**config.mk**
```make
export PLATFORM = sky130hd
export DESIGN_NAME = mem_port_arbiter
export DESIGN_NICKNAME = d
export VERILOG_FILES = /design/src/rtl/mem_port_arbiter.sv
export SDC_FILE = /design/constraint.sdc
export NUM_CORES = 1
export LEC_CHECK = 0
export BUFFER_PORTS_ARGS = -buffer_cell sky130_fd_sc_hd__buf_2
export CORE_AREA = 8 8 192 194
export DETAILED_ROUTE_END_ITERATION = 16
export DIE_AREA = 0 0 200 202
export PLACE_DENSITY = 0.55
export SLEW_MARGIN = 20
export SYNTH_ARGS = -nofsm -noshare
export SYNTH_HDL_FRONTEND = slang
export SYNTH_SLANG_ARGS = --single-unit
```
**constraint.sdc**
```tcl
create_clock -name clk -period 1.8 [get_ports clk]
set_input_delay 0.18 -clock clk [delete_from_list [all_inputs] [get_ports clk]]
set_output_delay 0.18 -clock clk [all_outputs]
set_load 0.02 [all_outputs]
```
**src/rtl/mem_port_arbiter.sv**
```systemverilog
// rtl/mem_port_arbiter.sv - single-port memory arbiter for instruction fetch and load/store requesters
module mem_port_arbiter #(
    parameter int AW       = 61,
    parameter int DW       = 64,
    parameter int LAT      = 1,
    parameter int MAX_SKIP = 3
) (
    input  logic          clk,
    input  logic          rst_n,
    input  logic          i_req,
    input  logic [AW-1:0] i_addr,
    output logic          i_ack,
    output logic [DW-1:0] i_rdata,
    input  logic          d_req,
    input  logic          d_we,
    input  logic [AW-1:0] d_addr,
    input  logic [DW-1:0] d_wdata,
    output logic          d_ack,
    output logic [DW-1:0] d_rdata,
    output logic          mem_en,
    output logic          mem_we,
    output logic [AW-1:0] mem_addr,
    output logic [DW-1:0] mem_wdata,
    input  logic [DW-1:0] mem_rdata,
    output logic          busy
);

    localparam int SW = (MAX_SKIP > 0) ? $clog2(MAX_SKIP + 1) : 1;
    localparam int CW = (LAT > 1) ? $clog2(LAT) : 1;
    localparam logic [SW-1:0] SKIP_MAX = SW'(MAX_SKIP);
    localparam logic [CW-1:0] LAT_LOAD = CW'(LAT - 1);

    typedef enum logic [1:0] {IDLE, ISSUE, WAIT, RESP} state_t;

    state_t        state;
    logic          owner_d;
    logic          we_q;
    logic [SW-1:0] skip_cnt;
    logic [CW-1:0] lat_cnt;
    logic          d_win;

    // D wins unless fetch has already been passed over MAX_SKIP times in a row
    always_comb begin
        d_win = d_req && (!i_req || (skip_cnt < SKIP_MAX));
    end

    always_ff @(posedge clk) begin
        if (!rst_n) begin
            state     <= IDLE;
            owner_d   <= 1'b0;
            we_q      <= 1'b0;
            skip_cnt  <= '0;
            lat_cnt   <= '0;
            i_ack     <= 1'b0;
            d_ack     <= 1'b0;
            i_rdata   <= '0;
            d_rdata   <= '0;
            mem_en    <= 1'b0;
            mem_we    <= 1'b0;
            mem_addr  <= '0;
            mem_wdata <= '0;
            busy      <= 1'b0;
        end else begin
            case (state)
                IDLE: begin
                    if (i_req || d_req) begin
                        if (d_win) begin
                            owner_d   <= 1'b1;
                            we_q      <= d_we;
                            mem_we    <= d_we;
                            mem_addr  <= d_addr;
                            mem_wdata <= d_wdata;
                            if (i_req) begin
                                skip_cnt <= skip_cnt + SW'(1);
                            end
                        end else begin
                            owner_d  <= 1'b0;
                            we_q     <= 1'b0;
                            mem_we   <= 1'b0;
                            mem_addr <= i_addr;
                            skip_cnt <= '0;
                        end
                        mem_en <= 1'b1;
                        busy   <= 1'b1;
                        state  <= ISSUE;
                    end
                end
                ISSUE: begin
                    mem_en  <= 1'b0;
                    mem_we  <= 1'b0;
                    lat_cnt <= LAT_LOAD;
                    state   <= WAIT;
                end
                WAIT: begin
                    // Read data is on mem_rdata during the last WAIT cycle
                    if (lat_cnt == '0) begin
                        if (owner_d) begin
                            d_ack <= 1'b1;
                            if (!we_q) begin
                                d_rdata <= mem_rdata;
                            end
                        end else begin
                            i_ack   <= 1'b1;
                            i_rdata <= mem_rdata;
                        end
                        state <= RESP;
                    end else begin
                        lat_cnt <= lat_cnt - CW'(1);
                    end
                end
                RESP: begin
                    i_ack <= 1'b0;
                    d_ack <= 1'b0;
                    busy  <= 1'b0;
                    state <= IDLE;
                end
                default: state <= IDLE;
            endcase
        end
    end

endmodule

```
==> metrics.txt, run 1 <==
depth of the worst register-to-register path 6; largest net degree at the start of global routing 71; R2R Setup Slk 0.15 ns; power consumption around 21 mW; destination of the worst register-to-register timing path mem_wdata[49]; number of placement rows 68; Final GP Congestion 0.797; cell count after placement 2134; Routed wire per std cell 17.5 µm; critical path endpoint category flip-flop; first-pass GRT wire length 65200 µm; final routed wirelength across all metal layers 42700 µm; shortest period the worst path allows between 1.5 and 2 ns; Placed Area about 13000 µm²; final setup TNS 0 ns; GRT overflow 0; I/O pin total 513; Fin. Hold Viols 0; Worst Max-Slew Pin Slew approximately 0.42 ns; antenna violations before repair 2; required time reported for the critical path endpoint 2.21 ns; via count of the first global-routing pass 11800; startpoint of the worst register-to-register path state[0]; y dimension of the die 202 µm; DR vias 11700; class of the most critical setup path reg2reg; unrepaired setup endpoints after global routing no; clock net sink count 264; number of violations reported at the end of detailed-routing iteration 0 633; Post-Route Hold Slack 0.0384 ns; count of filler cells inserted in the layout between 3000 and 4000; clock latency on the worst-skew pair ~0.56 ns; remaining design rule violation count 0; layout net count 2222; routed vias/inst 4.80; Post-Synthesis Net Count around 1500; number of warnings reported in the yosys synthesis log 0; area enclosed by the die boundary 40400 µm²; All-Layer GR Usage 0.197; worst min-delay path startpoint i_req; endpoint of the worst hold path skip_cnt[1]; placeable core region 33900 µm²; post-synthesis sequential area ratio 0.520; commonest cells after routing, fill and taps aside buf_2 (511), nand2_1 (388), dfxtp_1 (264); hold-critical path depth 3; Hold/Removal Path Class in2reg; horizontal die dimension 200 µm; number of nets with antenna violations after routing 0; number of CTS-inserted buffers 30; number of max-slew violations in the final report 0; maximum clock frequency 604 MHz; run status complete, no violations; mapped cell area 10200 µm²; leading cell type in the layout, fill and taps excluded buf_2; gate count after technology mapping 1251; post-CTS setup buffer count 0; largest vdd supply drop 0.842 mV; first-pass iteration count of the detailed router 5; Cell Count, Final, Fillers Out 2440; data arrival time at the worst-slack endpoint around 2.1 ns; Critical Path Source Type flip-flop; count of cell types in the netlist 30; layout cell share with drive strength beyond 1 0.301; Final Skew ~0.020 ns; area occupied by multi-input gates roughly 4400 µm²; CTS tree yes; number of levels in the clock H-tree 1; Resized Gates After CTS 0; CTS clk-pin slew, worst paths 0.06 ns; Power Dens Cells 1250 nW/µm²; area growth from synthesis to layout 65.2%; critical path fanouts, max 64; mean instance size in the synthesized netlist ~8 µm²; number of violations of the max-capacitance limit 0; clk root buf clkbuf_16; HPWL after detailed placement 28300 µm; number of input and output port buffers inserted 512; fin crit share 0.919; count of final setup violators 0; post-synthesis register bit count 264; clk buf depth 3; Final Instance Area 16800 µm²; initial core utilization 0.299; Worst slew margin 0.717; area occupied by registers 5290 µm²; static power due to leakage 7.43 nW
==> cell families after synthesis <==
group           share of synthesized area
compound gates                      0.231
buf+inv                            0.0496
fa+ha+maj                         0.00615
simple gates                        0.193
flops                               0.520
==> synth_stat cells <==
library cell	instances	area, µm²
buf_1	2	7.51
nand2_1	388	1460
buf_2	43	215
ha_1	5	62.6
nand3b_1	1	7.51
and3b_1	1	8.76
nor2_1	5	18.8
a21boi_1	1	7.51
clkbuf_2	6	30.0
o21a_1	5	37.5
buf_4	2	15.0
nand2b_1	1	6.26
nand3_1	1	5.00
clkbuf_1	61	229
or3b_2	1	8.76
or3_1	1	6.26
o21ai_0	128	641
inv_1	2	7.51
and2_1	1	6.26
nor3_1	1	5.00
nand4_1	65	407
a22oi_1	1	7.51
a21boi_2	1	11.3
nor3b_1	1	7.51
nand4b_1	1	8.76
a21boi_0	136	1020
dfxtp_1	264	5290
a21oi_1	123	616
a21bo_2	1	10.0
nor2b_1	2	12.5
==> power by group <==
part	internal, mW	leakage (nW)	switching, mW
Sequential	6.98	2.16	0.593
Clock	3.77	0.488	2.44
Combinational	2.50	4.79	4.67
Total	13.2	7.43	7.71
==> metrics by stage <==
stage                     utilization  setup slack, ns
after global placement          0.391            0.198
after CTS                       0.495            0.141
after global routing            0.495           0.0195
after detailed placement        0.391            0.172
after floorplan                     -            0.316
final                           0.495            0.145
==> what timing repair did <==
action                                 4_1_cts  5_1_grt
setup endpoints to repair                    0        0
hold buffers                               251        0
endpoints found under the hold margin      255        0
==> sequential cells by signal, summed over array words and instances, names as in the netlist, 2 cells and up <==
register	count
d_rdata	64
i_rdata	64
mem_wdata	64
mem_addr	61
skip_cnt	2
state	2
==> worst max path at each step <==
| stage | depth (start not counted) | endpoint | startpoint |
|---|---|---|---|
| final | 6 | mem_wdata[49] | state[0] |
| after global routing | 7 | i_rdata[10] | state[0] |
| after CTS | 7 | i_rdata[10] | state[0] |
| after detailed placement | 7 | mem_addr[55] | state[0] |
| after global placement | 6 | mem_wdata[40] | state[0] |
| after floorplan | 6 | busy | state[0] |
==> area by class of cell <==
cell class                      instances  share of cell area
Timing Repair Buffer                  793               0.328
Clock inverter                         10             0.00819
Sequential cell                       264               0.315
Tap cell                              455              0.0339
Multi-Input combinational cell        871               0.263
Inverter                                2            0.000447
Antenna cell                            3            0.000447
Clock buffer                           42              0.0516
==> layer usage <==
layer	global-route usage	part of all wire	vias to the layer above
met5	0	0	-
met4	0.106	0.055	0
met3	0.0499	0.090	125
met2	0.318	0.45	578
met1	0.236	0.40	5366
li1	-	-	5652
==> critical path: stages, from the launching register on <==
cell,delay [ns]
dfxtp_1,0.34
inv_1,0.09
ha_2,0.29
buf_4,0.18
and2_1,0.17
buf_12,0.25
o21ai_0,0.17
No activity file was read; power rests on OpenSTA's default activity.
==> inputs of run 2 (changes only) <==
- CELL_PAD_IN_SITES_DETAIL_PLACEMENT: unset -> 0
- CELL_PAD_IN_SITES_GLOBAL_PLACEMENT: unset -> 1
- CORE_AREA: 8 8 192 194 -> 3 3 199 201
- DIE_AREA: 0 0 200 202 -> 0 0 202 204
- PLACE_DENSITY: 0.55 -> 0.67
==> metrics.txt, run 2 (synthesis gave the netlist of run 1 again) <==
horizontal die dimension 202 µm (+1.0%); Fin. Hold Viols 0 (unchanged); number of max-slew violations in the final report 0 (unchanged); cell count after placement 2194 (+2.8%); hold-critical path depth 3 (unchanged); leading cell type in the layout, fill and taps excluded buf_2; clock net sink count 264 (unchanged); first-pass iteration count of the detailed router 5 (unchanged); crit-path leading delay family buffers and inverters; area enclosed by the die boundary 41200 µm² (+2.0%); fin crit share 0.906 (-0.0128); worst min-delay path startpoint rst_n; maximum clock frequency 613 MHz (+1.4%); GRT overflow 0 (unchanged); number of levels in the clock H-tree 1 (unchanged); shortest period the worst path allows 1.63 ns (-0.0231 ns); Final GP Congestion 0.819 (+2.8%); DR vias 11500 (-1.6%); clk buf depth 3 (unchanged); area growth from synthesis to layout 68.0%; startpoint of the worst register-to-register path state[0]; clk root buf clkbuf_16; diode insertion count for antenna repair 0 (-3); critical path fanouts, max 26 (-59%); Worst Max-Slew Pin Slew 0.540 ns (+0.116 ns); number of CTS-inserted buffers 31 (+3.3%); remaining design rule violation count 0 (unchanged); largest vdd supply drop 0.839 mV (-0.30%); clock latency on the worst-skew pair 0.57 ns (about the same); I/O pin total 513 (unchanged); Top cell by count, worst path buf_12; critical path endpoint category flip-flop; layout net count 2229 (+0.32%); class of the most critical setup path reg2reg; run status complete, no violations; number of violations reported at the end of detailed-routing iteration 0 443 (-30%); final routed wirelength across all metal layers 41800 µm (-2.0%); worst stage delay on the critical path 0.32 ns (-0.02 ns); All-Layer GR Usage 0.192 (-0.00459); commonest cells after routing, fill and taps aside buf_2 (511), nand2_1 (388), dfxtp_1 (264); Cell Count, Final, Fillers Out 2503 (+2.6%); unrepaired setup endpoints after global routing no; destination of the worst register-to-register timing path d_rdata[40]; data arrival time at the worst-slack endpoint 2.11 ns (+0.05 ns); Power Dens Cells 1270 nW/µm² (+1.9%); number of input and output port buffers inserted 512 (unchanged); first-pass GRT wire length 65100 µm (-0.23%); Critical Path Source Type flip-flop; CTS clk-pin slew, worst paths 0.06 ns (about the same); via count of the first global-routing pass 11700 (-0.71%); routed vias/inst 4.61 (-4.1%); number of nets with antenna violations after routing 0 (unchanged); Final Instance Area 17100 µm² (+1.7%); depth of the worst register-to-register path 7 (+1); HPWL after detailed placement 28100 µm (-0.76%); endpoint of the worst hold path mem_wdata[35]; number of placement rows 71 (+4.4%); initial core utilization 0.269 (-0.0302); core utilization of the finished layout 0.452 (-0.0423); placeable core region 37800 µm² (+11%); Placed Area 13400 µm² (+1.0%); number of violations of the max-capacitance limit 0 (unchanged); final setup TNS 0 ns (unchanged); Routed wire per std cell 16.7 µm (-4.5%); antenna violations before repair 0 (-2); Worst slew margin 0.640 (-0.0771); y dimension of the die 204 µm (+0.99%); Hold/Removal Path Class in2reg; power consumption 21.7 mW (+3.6%); largest net degree at the start of global routing 71 (unchanged); layout cell share with drive strength beyond 1 0.304 (+0.00301); largest registers in the final layout d_rdata (64), i_rdata (64), mem_wdata (64); buffers plus inverters on the worst setup path 3 (unchanged); cells traversed along the worst timing path inv_1, ha_1, and3b_2, buf_12, buf_12, nand2_1, a21boi_0; R2R Setup Slk 0.17 ns (+0.02 ns); CTS tree yes; static power due to leakage 7.54 nW (+1.5%); Final Skew 0.0127 ns (-0.00705 ns); slowest CP cell dfxtp_1; count of final setup violators 0 (unchanged); required time reported for the critical path endpoint 2.28 ns (+0.07 ns)
==> run 2: how the worst max path moves through the flow <==
stage          startpoint      endpoint  cells after the start
2_1_floorplan    state[0]          busy                      6
3_3_place_gp     state[1]  mem_addr[41]                      6
3_5_place_dp     state[1]  mem_addr[34]                      6
4_1_cts          state[1]  mem_addr[41]                      6
5_1_grt          state[0]   d_rdata[43]                      7
6_report         state[0]   d_rdata[40]                      7
==> run 2: cell type report <==
type,instances,area [µm²]
Clock buffer,42,877
Clock inverter,14,258
Fill cell,3743,20700
Tap cell,511,639
Sequential cell,264,5290
Timing Repair Buffer,799,5600
Inverter,2,7.51
Multi-Input combinational cell,871,4420
==> run 2: per-stage QoR <==
stage               hold slack, ns  setup WS (ns)
floorplan                    0.314          0.316
global placement             0.408          0.244
detailed placement           0.414          0.184
CTS                          0.190          0.167
global route                 0.202         0.0295
finish                       0.203          0.168
==> run 2: repair_timing <==
item	in CTS	in global routing
endpoints found under the hold margin	257	0
gates resized for setup	0	1
hold buffers	253	0
endpoints found under the setup margin	0	3
setup buffers	0	0
==> run 2: worst register-to-register path, stage by stage (launching register included) <==
cell      delay [ns]
dfxtp_1         0.32
inv_1           0.08
ha_1            0.28
and3b_2         0.25
buf_12          0.19
buf_12          0.19
nand2_1         0.07
a21boi_0        0.18
==> run 2: power breakdown <==
| part | total (mW) | leakage [nW] | switching (mW) | internal (mW) |
|---|---|---|---|---|
| clock network | 6.98 | 0.556 | 2.58 | 4.40 |
| registers | 7.57 | 2.16 | 0.590 | 6.98 |
| logic | 7.17 | 4.83 | 4.64 | 2.52 |
==> run 2: per-layer routing <==
| metal | wire length, µm | part of all wire | track usage | up-vias |
|---|---|---|---|---|
| met4 | 1300 | 0.031 | 0.0603 | 0 |
| li1 | - | - | - | 5670 |
| met2 | 20200 | 0.48 | 0.341 | 453 |
| met5 | 0 | 0 | 0 | - |
| met1 | 17600 | 0.42 | 0.234 | 5332 |
| met3 | 2640 | 0.063 | 0.0401 | 79 |
==> inputs of run 3 (changes only) <==
- CORE_AREA: 3 3 199 201 -> 3 3 197 199
- DIE_AREA: 0 0 202 204 -> 0 0 200 202
- GPL_TIMING_DRIVEN: unset -> 0
- PLACE_DENSITY: 0.67 -> 0.71
- clock period: 1.8 -> 1.5 ns (I/O delays scaled with it)
==> metrics.txt, run 3 (synthesis gave the netlist of run 1 again) <==
largest vdd supply drop 1.04 mV (+24%); HPWL after detailed placement 33300 µm (+19%); placeable core region 37400 µm² (-0.94%); antenna violations before repair 0 (unchanged); first-pass GRT wire length 70000 µm (+7.6%); Critical Path Source Type input pin; initial core utilization 0.272 (+0.00256); number of CTS-inserted buffers 31 (unchanged); first-pass iteration count of the detailed router 5 (unchanged); critical path endpoint category flip-flop; critical path fanouts, max 10 (-62%); area enclosed by the die boundary 40400 µm² (-2.0%); largest net degree at the start of global routing 15 (-79%); routed vias/inst 4.69 (+1.8%); number of violations reported at the end of detailed-routing iteration 0 597 (+35%); maximum clock frequency 682 MHz; number of placement rows 71 (unchanged); number of levels in the clock H-tree 1 (unchanged); leading cell type in the layout, fill and taps excluded buf_2; startpoint of the worst register-to-register path state[1]; hold-critical path depth 3 (unchanged); y dimension of the die 202 µm (-0.98%); R2R Setup Slk 0.03 ns (-0.14 ns); Post-Route Hold Slack 0.0314 ns (-0.172 ns); slowest CP cell dlygate4sd3_1; number of nets with antenna violations after routing 0 (unchanged); Hold/Removal Path Class in2reg; destination of the worst register-to-register timing path mem_addr[17]; Placed Area 13400 µm² (-0.36%); layout net count 2327 (+4.4%); layout cell share with drive strength beyond 1 0.339 (+0.0349); depth of the worst register-to-register path 7 (unchanged); clock net sink count 264 (unchanged); DR vias 12200 (+5.7%); via count of the first global-routing pass 12500 (+6.7%); Final GP Congestion 0.862 (+5.2%); Worst Max-Slew Pin Slew 0.609 ns (+0.0684 ns); diode insertion count for antenna repair 0 (unchanged); area growth from synthesis to layout 76.0%; count of final setup violators 0 (unchanged); number of input and output port buffers inserted 510 (-0.39%); count of filler cells inserted in the layout 3637 (-2.8%); number of max-slew violations in the final report 0 (unchanged); endpoint of the worst hold path mem_wdata[1]; clock latency on the worst-skew pair 0.55 ns (-0.02 ns); unrepaired setup endpoints after global routing yes; power consumption 26.5 mW (+22%); I/O pin total 513 (unchanged); clk buf depth 3 (unchanged); number of violations of the max-capacitance limit 0 (unchanged); commonest cells after routing, fill and taps aside buf_2 (514), nand2_1 (376), dfxtp_1 (260); fin crit share 0.978; static power due to leakage 7.96 nW (+5.5%); worst min-delay path startpoint rst_n; CTS tree yes; class of the most critical setup path in2reg; shortest period the worst path allows 1.47 ns; data arrival time at the worst-slack endpoint 1.89 ns (-0.22 ns); largest registers in the final layout d_rdata (64), i_rdata (64), mem_wdata (64); post-placement setup slack -0.654 ns (-0.838 ns); horizontal die dimension 200 µm (-0.99%); Fin. Hold Viols 0 (unchanged); GRT overflow 0 (unchanged); Final Instance Area 17900 µm² (+4.8%); Routed wire per std cell 18.0 µm (+7.9%); Worst slew margin 0.594 (-0.0456); Final Skew 0.0235 ns (+0.0108 ns); cells traversed along the worst timing path dlygate4sd3_1, buf_2, a21boi_4, buf_12, clkbuf_16, buf_8, a21oi_1, a21oi_1; worst stage delay on the critical path 0.57 ns (+0.25 ns); run status complete, no violations; Power Dens Cells 1480 nW/µm² (+16%); required time reported for the critical path endpoint 1.92 ns (-0.36 ns); final setup TNS 0 ns (unchanged); Top cell by count, worst path a21oi_1; smallest setup slack after layout 0.0328 ns (-0.136 ns); remaining design rule violation count 0 (unchanged); CTS clk-pin slew, worst paths 0.06 ns (about the same); final routed wirelength across all metal layers 46800 µm (+12%); All-Layer GR Usage 0.216 (+0.0240); clk root buf clkbuf_16
run 3: report_power, final:
| part | switching, mW | internal (mW) |
|---|---|---|
| Sequential | 0.727 | 8.40 |
| Clock | 2.95 | 4.17 |
| Combinational | 6.14 | 4.08 |
| Total | 9.81 | 16.7 |
run 3: critical path: cells and delay by family:
| family | cells | cell delay [ns] |
|---|---|---|
| buffers and inverters | 5 | 1.33 |
| AO/OA/AOI/OAI | 3 | 0.40 |
run 3: how the worst max path moves through the flow:
stage               slack, ns  cells after the start        start             to
floorplan                0.02                      6     state[0]           busy
detailed placement      -0.65                      7     state[0]   mem_addr[44]
global route            -0.03                      7     state[0]    d_rdata[34]
finish                   0.03                      8        i_req   mem_addr[51]
CTS                     -0.02                      6  skip_cnt[0]  mem_wdata[61]
global placement        -0.63                      7     state[0]   mem_addr[44]
run 3: cell type report:
type	instances	area (µm²)	share of cell area
repair buffers	785	5360	0.299
flip-flops and latches	264	5300	0.296
multi-input cells	872	4630	0.259
plain buffers	111	1010	0.0566
clock buffers	50	927	0.0518
well taps	511	639	0.0357
clock inverters	4	26.3	0.00147
inverters	2	10.0	0.000559
run 3: what timing repair did:
item | 4_1_cts | 5_1_grt
hold buffers | 252 | 0
setup buffers | 8 | 8
pin swaps | 2 | 24
setup endpoints to repair | 261 | 250
endpoints found under the hold margin | 256 | 0
gates cloned | 3 | 5
gates resized for setup | 139 | 206
run 3: per-layer routing:
metal	share of wire	GRT usage
met3	0.065	0.0403
met1	0.41	0.258
met2	0.49	0.386
met4	0.040	0.0775
met5	0	0
run 3: per-stage QoR:
stage           util  cells
2_1_floorplan      -   1251
3_3_place_gp   0.357   2272
3_5_place_dp   0.357   2272
4_1_cts        0.463   2588
5_1_grt        0.479   2599
6_report       0.479   2599
